[config.mk]
export PLATFORM = sky130hd
export DESIGN_NAME = ps2_keymap
export DESIGN_NICKNAME = d
export VERILOG_FILES = /design/src/rtl/ps2_keymap.sv
export SDC_FILE = /design/constraint.sdc
export NUM_CORES = 1
export LEC_CHECK = 0
export BUFFER_PORTS_ARGS = -buffer_cell sky130_fd_sc_hd__buf_2
export CELL_PAD_IN_SITES_DETAIL_PLACEMENT = 2
export CELL_PAD_IN_SITES_GLOBAL_PLACEMENT = 2
export CORE_MARGIN = 5
export CORE_UTILIZATION = 35
export CTS_CLUSTER_DIAMETER = 200
export DETAILED_ROUTE_END_ITERATION = 6
export GPL_TIMING_DRIVEN = 0
export PLACE_DENSITY = 0.78
export SYNTH_ARGS = -nofsm -noshare
export SYNTH_HDL_FRONTEND = slang
export SYNTH_SLANG_ARGS = --single-unit
[constraint.sdc]
create_clock -name Clk -period 2.9 [get_ports Clk]
set_input_delay 0.29 -clock Clk [delete_from_list [all_inputs] [get_ports Clk]]
set_output_delay 0.29 -clock Clk [all_outputs]
set_load 0.02 [all_outputs]
[src/rtl/ps2_keymap.sv]
// ps2_keymap: PS/2 device-to-host receiver and held-key decoder.
// Raw pins are synchronized, and ps2_clk is glitch-filtered. Frames are
// sampled on filtered falling edges. Valid bytes update scan_code and a
// held-key bitmask. F0 marks a break and E0 marks an extended code.
//
// state  | meaning
// IDLE   | waiting for a start bit (data 0 on a sample event)
// DATA   | shifting in 8 data bits, LSB first
// PARITY | capturing the odd-parity bit
// STOP   | checking the stop bit, then committing the byte

module ps2_keymap #(
    parameter int FILTER_LEN = 8,
    parameter int TIMEOUT    = 50000
) (
    input  logic       Clk,
    input  logic       Reset_n,
    input  logic       ps2_clk,
    input  logic       ps2_data,
    output logic [7:0] keycode,
    output logic [7:0] scan_code,
    output logic       scan_valid,
    output logic       frame_err
);

    localparam int            FW       = (FILTER_LEN > 1) ? $clog2(FILTER_LEN) : 1;
    localparam logic [FW-1:0] FLT_LOAD = FW'(FILTER_LEN - 1);
    localparam int            TW       = $clog2(TIMEOUT + 1);
    localparam logic [TW-1:0] TMO_LAST = TW'(TIMEOUT - 1);

    typedef enum logic [1:0] {IDLE, DATA, PARITY, STOP} state_t;

    state_t          state;
    logic            clk_s1, clk_s2, dat_s1, dat_s2;
    logic            clk_filt;
    logic [FW-1:0]   filt_cnt;
    logic [TW-1:0]   tmo_cnt;
    logic [2:0]      bit_cnt;
    logic [7:0]      shift;
    logic            parity;
    logic            brk, ext;
    logic            sample_evt;

    // A filtered falling edge occurs on the cycle the filter accepts a low level.
    assign sample_evt = clk_filt && !clk_s2 && (filt_cnt == '0);

    // Map scan codes onto keycode bit positions; unmapped codes give 0.
    function automatic logic [7:0] key_mask(input logic [7:0] code);
        logic [7:0] m;
        m = 8'h00;
        case (code)
            8'h23:   m = 8'h01;
            8'h1C:   m = 8'h02;
            8'h1D:   m = 8'h04;
            8'h1B:   m = 8'h08;
            8'h24:   m = 8'h10;
            8'h15:   m = 8'h20;
            8'h29:   m = 8'h40;
            8'h76:   m = 8'h80;
            default: m = 8'h00;
        endcase
        return m;
    endfunction

    // Two-stage synchronizers. They preset to idle-high so reset does not fake an edge.
    always_ff @(posedge Clk or negedge Reset_n) begin
        if (!Reset_n) begin
            clk_s1 <= 1'b1;
            clk_s2 <= 1'b1;
            dat_s1 <= 1'b1;
            dat_s2 <= 1'b1;
        end else begin
            clk_s1 <= ps2_clk;
            clk_s2 <= clk_s1;
            dat_s1 <= ps2_data;
            dat_s2 <= dat_s1;
        end
    end

    // Glitch filter: a new level is accepted after FILTER_LEN consecutive differing cycles.
    always_ff @(posedge Clk or negedge Reset_n) begin
        if (!Reset_n) begin
            clk_filt <= 1'b1;
            filt_cnt <= FLT_LOAD;
        end else if (clk_s2 != clk_filt) begin
            if (filt_cnt == '0) begin
                clk_filt <= clk_s2;
                filt_cnt <= FLT_LOAD;
            end else begin
                filt_cnt <= filt_cnt - FW'(1);
            end
        end else begin
            filt_cnt <= FLT_LOAD;
        end
    end

    // Frame FSM with timeout, byte commit, prefix tracking and key-state update.
    always_ff @(posedge Clk or negedge Reset_n) begin
        if (!Reset_n) begin
            state      <= IDLE;
            tmo_cnt    <= '0;
            bit_cnt    <= '0;
            shift      <= '0;
            parity     <= 1'b0;
            brk        <= 1'b0;
            ext        <= 1'b0;
            keycode    <= '0;
            scan_code  <= '0;
            scan_valid <= 1'b0;
            frame_err  <= 1'b0;
        end else begin
            scan_valid <= 1'b0;
            frame_err  <= 1'b0;
            if (state == IDLE) begin
                tmo_cnt <= '0;
                if (sample_evt && !dat_s2) begin
                    state   <= DATA;
                    bit_cnt <= '0;
                end
            end else if (sample_evt) begin
                tmo_cnt <= '0;
                case (state)
                    DATA: begin
                        shift   <= {dat_s2, shift[7:1]};
                        bit_cnt <= bit_cnt + 3'd1;
                        if (bit_cnt == 3'd7)
                            state <= PARITY;
                    end
                    PARITY: begin
                        parity <= dat_s2;
                        state  <= STOP;
                    end
                    default: begin
                        state <= IDLE;
                        if (dat_s2 && ((^shift) ^ parity)) begin
                            scan_code  <= shift;
                            scan_valid <= 1'b1;
                            if (shift == 8'hF0) begin
                                brk <= 1'b1;
                            end else if (shift == 8'hE0) begin
                                ext <= 1'b1;
                            end else begin
                                if (!ext) begin
                                    if (brk)
                                        keycode <= keycode & ~key_mask(shift);
                                    else
                                        keycode <= keycode | key_mask(shift);
                                end
                                brk <= 1'b0;
                                ext <= 1'b0;
                            end
                        end else begin
                            frame_err <= 1'b1;
                            brk       <= 1'b0;
                            ext       <= 1'b0;
                        end
                    end
                endcase
            end else if (tmo_cnt == TMO_LAST) begin
                // Abandon the partial byte. Prefix flags survive the timeout.
                state   <= IDLE;
                tmo_cnt <= '0;
            end else begin
                tmo_cnt <= tmo_cnt + TW'(1);
            end
        end
    end

endmodule

## Word-level counts from Yosys, hierarchy flattened

Index checks and enable logic that the tools add are counted.

| operators by class | value |
|---|---|
| add/subtract/negate cells | 3 |
| equal/unequal tests | 19 |
| mux-type cells | 47 |
| bitwise operators | 9 |
| reductions and logical operators | 22 |

Operators with widths:

| cell | number |
|---|---|
| 8-bit 2-to-1 mux | 17 |
| 8-bit case mux with 8 select lines | 1 |
| 16-bit 2-to-1 mux | 3 |
| 8-bit by 5-bit equality test with 1-bit output (second input constant) | 4 |
| 8-bit by 6-bit equality test with 1-bit output (second input constant) | 3 |
| 3-bit 2-to-1 mux | 6 |
| 16-bit by 1-bit adder with 16-bit output (second input constant) | 1 |
| 16-bit equality test (second input constant) | 1 |
| 8-bit equality test (second input constant) | 2 |
| 1-bit 2-to-1 mux | 14 |
| 3-bit AND reduction | 4 |
| 4-bit AND reduction | 3 |
| 2-bit 2-to-1 mux | 5 |
| 8-bit AND | 1 |
| 8-bit by 7-bit equality test with 1-bit output (second input constant) | 1 |
| 8-bit NOT | 1 |
| 8-bit bitwise OR | 1 |
| 8-bit XOR reduction | 1 |
| 7-bit AND reduction | 1 |
| 1-bit NOT | 5 |
| 1-bit logical AND | 4 |
| 4-bit inequality test (second input constant) | 1 |
| 2-bit case mux with 2 select lines | 1 |
| 2-bit nonzero test | 2 |
| other kinds (16) | 17 |

| word-level totals | value |
|---|---|
| register bits after elaboration | 58 |
| output and inout port bits | 18 |

## Longest topological paths before layout

Gate-level depths: netlist of the first run.

| depth | value |
|---|---|
| depth after elaboration | 13 |
| depth in mapped cells | 8 |
| depth with buffers taken out | 6 |

## Worst setup path after synthesis of the first run

No wires, ideal clock.

| path | value |
|---|---|
| path type | register to register |
| start point | register shift[6] |
| end point | register with a tool-made name |
| arrival | 2010 ps |
| setup slack | 766 ps |
| cell stages (with the launch flop) | 7 |
| buffers on the path | 0 |
| path through | dfrtp_1 -> inv_1 -> ha_1 -> xnor3_2 -> xnor2_2 -> nor4_1 -> mux2_2 |

RTL lines:

| what | RTL line | RTL |
|---|---|---|
| start, declared | 39 | `logic [7:0] shift;` |
| start signal, assigned | 124 | `shift <= {dat_s2, shift[7:1]};` |

==> metrics.md, run 1 <==
| Metric | Value |
|---|---|
| Slew HR | `around 51%` |
| Commonest non-fill, non-tap cell in the layout | `dfrtp_1` |
| Wire length of the first global-routing pass | `between 10,000 and 15,000 um` |
| Crit Path Max Fanout | `9` |
| CP Data Arrival Time | `around 2.7 ns` |
| Routed vias | `2,044` |
| Worst path bufs/invs | `1` |
| RSZ-0062 raised after global routing | `false` |
| Number of max-cap violations | `0` |
| Routability Congestion | `between 0.7 and 0.8` |
| Avg Inst Size Synth | `~11 um^2` |
| CTS Sinks | `slightly below 60` |
| DPL Wire Length | `4730 um` |
| Pwr Total | `~1.9 mW` |
| 1st-pass router iterations | `3` |
| Lkg Pwr | `about 1.6 nW` |
| Fill count | `874` |
| ANT nets after route | `0` |
| Fin. max-slew vios | `0` |
| Worst setup path class | `flip-flop to flip-flop` |
| CTS tree | `done` |
| Pin count of the biggest net entering global routing | `between 50 and 60` |
| Post-CTS sizing | `0` |
| Final setup vio count | `0` |
| Maximum vdd ir drop | `~0.00028 V` |
| Startpoint Class | `flip-flop` |
| H-tree levels | `3` |
| Syn nets | `290` |
| Worst-case hold slack | `approximately 0.0087 ns` |
| Clock buffer count from CTS | `9` |
| GRT Resource Usage Total | `14.7%` |
| FP Rows | `33` |
| Multi-input combinational cell area | `about 1400 um^2` |
| Vias per cell | `between 5 and 6` |
| Worst slew pin tran | `0.732 ns` |
| Post-CTS Hold Fix Bufs | `0` |
| Highest Clock Rate | `between 400 and 500 MHz` |
| Die height | `roughly 100 um` |
| # nets final | `~320` |
| Grt total ovfl | `0` |
| Fin crit share | `approximately 86%` |
| Routed wire length | `6770 um` |
| Setup repair bufs after CTS | `0` |
| Worst-skew pair later-pin latency | `0.33 ns` |
| Fin Setup TNS | `0 ns` |
| CP peak stage delay | `0.49 ns` |
| Register area share after synthesis | `49.8%` |
| CTS root buffer | `clkbuf_8` |
| Starting Density | `35.9%` |
| Die width | `between 100 and 150 um` |
| Area post-placement | `roughly 3200 um^2` |
| Crit path time final | `about 2.5 ns` |
| Design Area, Final | `roughly 3400 um^2` |
| I/O Buffers | `21` |
| Post-Layout Cell Count | `403` |
| Commonest cells after routing, fill and taps aside | `50 x dfrtp_1, 24 x ha_1, 22 x nor2_1` |
| Max clock buf depth | `2` |
| Critical path endpoint category | `flip-flop` |
| Register bit total from synthesis | `58` |
| Layout cells sized above 1 | `~22%` |
| Area grow syn2layout | `14.5%` |
| I/O pins | `22` |
| Power Dens Cells | `~560 nW/um^2` |
| Clock slew seen by the registers of the worst setup and hold paths | `0.07 ns` |
| Vias in the first global route | `around 2,300` |
| Worst setup margin | `0.402 ns` |
| Post-synth cell types | `37` |
| Antenna cells | `0` |
| DP Worst Slack | `slightly above 0.4 ns` |
| Wire length per cell | `around 17 um` |
| Initial antenna violation count | `0` |
| Cell count after synthesis | `between 200 and 300` |
| Hold Path Class | `primary input to asynchronous set/reset pin` |
| Final Hold Fails | `0` |
| # placed instances | `a little under 400` |
| Status | `finished, final reports clean` |
| Yosys Warn Count | `0` |
| Synthesized area | `about 3000 um^2` |
| Core box area | `between 8000 and 9000 um^2` |
| Crit-path slowest cell | `nor4_1` |
| CP top delay family | `XOR/XNOR gates` |
| Initial drt markers | `46` |
| CP required | `between 3 and 4 ns` |
| Crit path cell chain | `inv_1 -> ha_1 -> xnor3_2 -> xnor2_2 -> nor4_1 -> mux2_2` |
| Final Util | `between 40% and 50%` |
| Skew final | `just over 0.005 ns` |
| Storage cell area | `~1500 um^2` |
| DIE AREA | `~10,000 um^2` |
| Detailed-route DRC error count | `0` |
[synth_stat cells, drive strengths merged]
cell     count  area, um^2
or2          1        6.26
and3b        1        8.76
nand3        4        20.0
nor4bb       2        20.0
mux2        18         203
xnor2       14         130
o31ai        1        7.51
and2         2        12.5
xnor3        1        23.8
nor4        12        75.1
nor3         9        45.0
o21a         1        7.51
nand3b       3        22.5
a21oi        6        30.0
ha          24         300
and3         4        25.0
nand4        9        62.6
dfrtp       50        1250
buf          1        5.00
xor2         3        41.3
o2111ai      1        8.76
mux2i        9        90.1
a31oi        1        6.26
nand4b       1        8.76
clkbuf       3        11.3
inv         20        75.1
nand2b       2        12.5
dfstp        8         210
a211oi       1        7.51
o2bb2ai      2        17.5
o21ai        4        20.0
nand2       21        78.8
a41oi        1        8.76
nor2        22        82.6
[metal layers]
| layer | global-route usage, % | share of wire [%] |
|---|---|---|
| met5 | 0 | 0 |
| met4 | 6.13 | 1.4 |
| met3 | 3.03 | 2.3 |
| met2 | 24.1 | 50 |
| met1 | 18.8 | 47 |
[power by group]
part / switching [mW] / internal (mW)
combinational: 0.171 / 0.0805
sequential: 0.0358 / 0.862
clock: 0.316 / 0.413
[area by class of cell]
cell class / instances / share of cell area [%]
buffer: 4 / 0.484
clock buffer: 12 / 4.32
clock inverter: 3 / 1.19
inverter: 20 / 2.23
multi-input combinational: 180 / 41.2
sequential: 58 / 43.5
tap: 105 / 3.91
timing repair buffer: 21 / 3.20
[logic make-up (layout without fill, tap and decap cells)]
logic type | Yosys count | count (layout) | synth area share (%)
AO/OA/AOI/OAI | 18 | 18 | 3.88
XOR/XNOR | 18 | 18 | 6.65
adder cells (fa/ha/maj) | 24 | 24 | 10.2
buffers and inverters | 24 | 60 | 3.11
flip-flops | 58 | 58 | 49.8
multiplexers | 27 | 27 | 9.97
AND/OR/NAND/NOR | 93 | 93 | 16.4
[worst register-to-register path: cells and delay by family, from the launching register on]
family                     cells  cell delay (ns)
xor gates and xnor gates       2             0.68
and+or+nand+nor                1             0.49
DFF                            1             0.40
muxes                          1             0.38
adders and majority gates      1             0.33
buffers and inverters          1             0.10
[worst paths after layout]
kind                               start            to  slack [ns]  cells after the start
worst min register to register    dat_s1        dat_s2        0.36                      0
worst min-delay path             Reset_n   tmo_cnt[11]       0.009                      1
max in group asynchronous        Reset_n  scan_code[4]        2.40                      1
worst max register to register  shift[4]     flip-flop        0.40                      6
worst max-delay path            shift[4]     flip-flop        0.40                      6
min in group Clk                 ps2_clk        clk_s1        0.05                      1
Power figures use the tool's default switching activity.
==> run 2, diff against run 1 <==
--- a/config.mk
+++ b/config.mk
@@ -6,14 +6,15 @@
 export NUM_CORES = 1
 export LEC_CHECK = 0
 export BUFFER_PORTS_ARGS = -buffer_cell sky130_fd_sc_hd__buf_2
-export CELL_PAD_IN_SITES_DETAIL_PLACEMENT = 2
+export CELL_PAD_IN_SITES_DETAIL_PLACEMENT = 1
 export CELL_PAD_IN_SITES_GLOBAL_PLACEMENT = 2
 export CORE_MARGIN = 5
 export CORE_UTILIZATION = 35
 export CTS_CLUSTER_DIAMETER = 200
 export DETAILED_ROUTE_END_ITERATION = 6
 export GPL_TIMING_DRIVEN = 0
-export PLACE_DENSITY = 0.78
+export MAX_ROUTING_LAYER = met4
+export PLACE_DENSITY = 0.73
 export SYNTH_ARGS = -nofsm -noshare
 export SYNTH_HDL_FRONTEND = slang
 export SYNTH_SLANG_ARGS = --single-unit
==> metrics.md, run 2 (synthesis results as in run 1) <==
| Metric | Value |
|---|---|
| Max clock buf depth | `2 (unchanged)` |
| Fill count | `916 (+4.8%)` |
| Critical path endpoint category | `flip-flop` |
| Hold Path Class | `primary input to asynchronous set/reset pin` |
| Area grow syn2layout | `13.7%` |
| 1st-pass router iterations | `3 (unchanged)` |
| FP Rows | `33 (unchanged)` |
| Area post-placement | `3170 um^2 (unchanged)` |
| Layout cells sized above 1 | `22.4% (-0.075 points)` |
| Detailed-route DRC error count | `0 (unchanged)` |
| Commonest non-fill, non-tap cell in the layout | `dfrtp_1` |
| Fin crit share | `84.9% (-1.2 points)` |
| DPL Wire Length | `4210 um (-11%)` |
| Clock buffer count from CTS | `9 (unchanged)` |
| Routed wire length | `5880 um (-13%)` |
| Die width | `102 um (unchanged)` |
| Fin Setup TNS | `0 ns (unchanged)` |
| DIE AREA | `10,300 um^2 (unchanged)` |
| Post-CTS sizing | `0 (unchanged)` |
| Skew final | `0.00686 ns (+0.00169 ns)` |
| Wire length per cell | `14.6 um (-13%)` |
| Core box area | `8180 um^2 (unchanged)` |
| Number of max-cap violations | `0 (unchanged)` |
| Worst slew pin tran | `0.737 ns (+0.00459 ns)` |
| Clock slew seen by the registers of the worst setup and hold paths | `0.06 ns (about the same)` |
| Vias in the first global route | `2,091 (-10%)` |
| Pwr Total | `1.77 mW (-5.9%)` |
| Worst setup margin | `0.437 ns (+0.0349 ns)` |
| Startpoint Class | `flip-flop` |
| Initial drt markers | `62 (+35%)` |
| Commonest cells after routing, fill and taps aside | `50 x dfrtp_1, 24 x ha_1, 22 x nor2_1` |
| Crit path time final | `2.46 ns (-0.0349 ns)` |
| Routed vias | `2,000 (-2.2%)` |
| CTS tree | `done` |
| GRT Resource Usage Total | `13.2% (-1.5 points)` |
| Maximum vdd ir drop | `0.000212 V (-23%)` |
| Slew HR | `50.9% (-0.31 points)` |
| Final Hold Fails | `0 (unchanged)` |
| Pin count of the biggest net entering global routing | `59 (unchanged)` |
| I/O Buffers | `21 (unchanged)` |
| Worst setup path class | `flip-flop to flip-flop` |
| CTS root buffer | `clkbuf_8` |
| Post-CTS Hold Fix Bufs | `0 (unchanged)` |
| Lkg Pwr | `1.62 nW (-0.56%)` |
| Crit Path Max Fanout | `9 (unchanged)` |
| Die height | `102 um (unchanged)` |
| Starting Density | `35.9% (unchanged)` |
| Power Dens Cells | `529 nW/um^2 (-5.4%)` |
| Setup repair bufs after CTS | `0 (unchanged)` |
| I/O pins | `22 (unchanged)` |
| Design Area, Final | `3340 um^2 (-0.63%)` |
| Grt total ovfl | `0 (unchanged)` |
| Routability Congestion | `0.750 (-3.5%)` |
| H-tree levels | `3 (unchanged)` |
| Status | `finished, final reports clean` |
| Worst-skew pair later-pin latency | `0.33 ns (about the same)` |
| DP Worst Slack | `0.456 ns (+0.0435 ns)` |
| CP Data Arrival Time | `2.68 ns (-0.04 ns)` |
| CP required | `3.11 ns (about the same)` |
| Final setup vio count | `0 (unchanged)` |
| Antenna cells | `0 (unchanged)` |
| Vias per cell | `4.95 (-2.4%)` |
| Initial antenna violation count | `0 (unchanged)` |
| ANT nets after route | `0 (unchanged)` |
| Wire length of the first global-routing pass | `10,300 um (-12%)` |
| RSZ-0062 raised after global routing | `false` |
| Fin. max-slew vios | `0 (unchanged)` |
| # nets final | `322 (unchanged)` |
| Highest Clock Rate | `406 MHz (+1.4%)` |
| CTS Sinks | `58 (unchanged)` |
## run 2: cell count changes in the layout (fill, tap and decap cells not counted)
cell / before / now
bufinv_16: 1 / 0
clkinv_2: 2 / 3
clkbuf_1: 5 / 6
## run 2: layout make-up
cell class              count  area, um^2  share of cell area [%]
well taps                 105         131                    3.94
clock buffers              13         149                    4.46
multi-input cells         180        1380                    41.4
plain buffers               4        16.3                   0.487
repair buffers             21         108                    3.22
clock inverters             3        15.0                   0.450
flip-flops and latches     58        1460                    43.8
inverters                  20        75.1                    2.25
## run 2: routing by layer
| layer | track usage (%) | routed length (um) |
|---|---|---|
| met5 | - | 0 |
| met4 | 5.52 | 112 |
| met3 | 3.10 | 147 |
| met2 | 19.5 | 2660 |
| met1 | 17.3 | 2960 |
## run 2: path summary, 6_finish.rpt
check | startpoint | endpoint | slack (ns) | depth (start not counted)
hold reg to reg | clk_s1 | clk_s2 | 0.36 | 0
setup / recovery | shift[6] | flip-flop | 0.44 | 6
max in group asynchronous | Reset_n | parity | 2.38 | 1
hold / removal | Reset_n | tmo_cnt[12] | 0.008 | 1
setup reg to reg | shift[6] | flip-flop | 0.44 | 6
min in group Clk | ps2_clk | clk_s1 | 0.05 | 1
## run 2: stage by stage
step / std cells / hold WS (ns) / utilization (%)
3_3_place_gp: 388 / 0.346 / 38.8
5_1_grt: 404 / 0.0273 / 40.8
3_5_place_dp: 388 / 0.349 / 38.8
2_1_floorplan: 262 / -0.00559 / -
4_1_cts: 404 / 0.0334 / 40.8
6_report: 404 / 0.00798 / 40.8
## run 2: worst max-delay path: stages, from the launching register on
cell and delay, ns:
dfrtp_1 0.40, inv_1 0.10, ha_1 0.28, xnor3_2 0.46
xnor2_2 0.23, nor4_1 0.48, mux2_2 0.39
## run 2: where the power goes
part | leakage (nW) | internal, mW | switching [mW] | total [mW]
combinational | 0.752 | 0.0778 | 0.158 | 0.236
sequential | 0.778 | 0.862 | 0.0310 | 0.893
clock | 0.0872 | 0.330 | 0.308 | 0.638
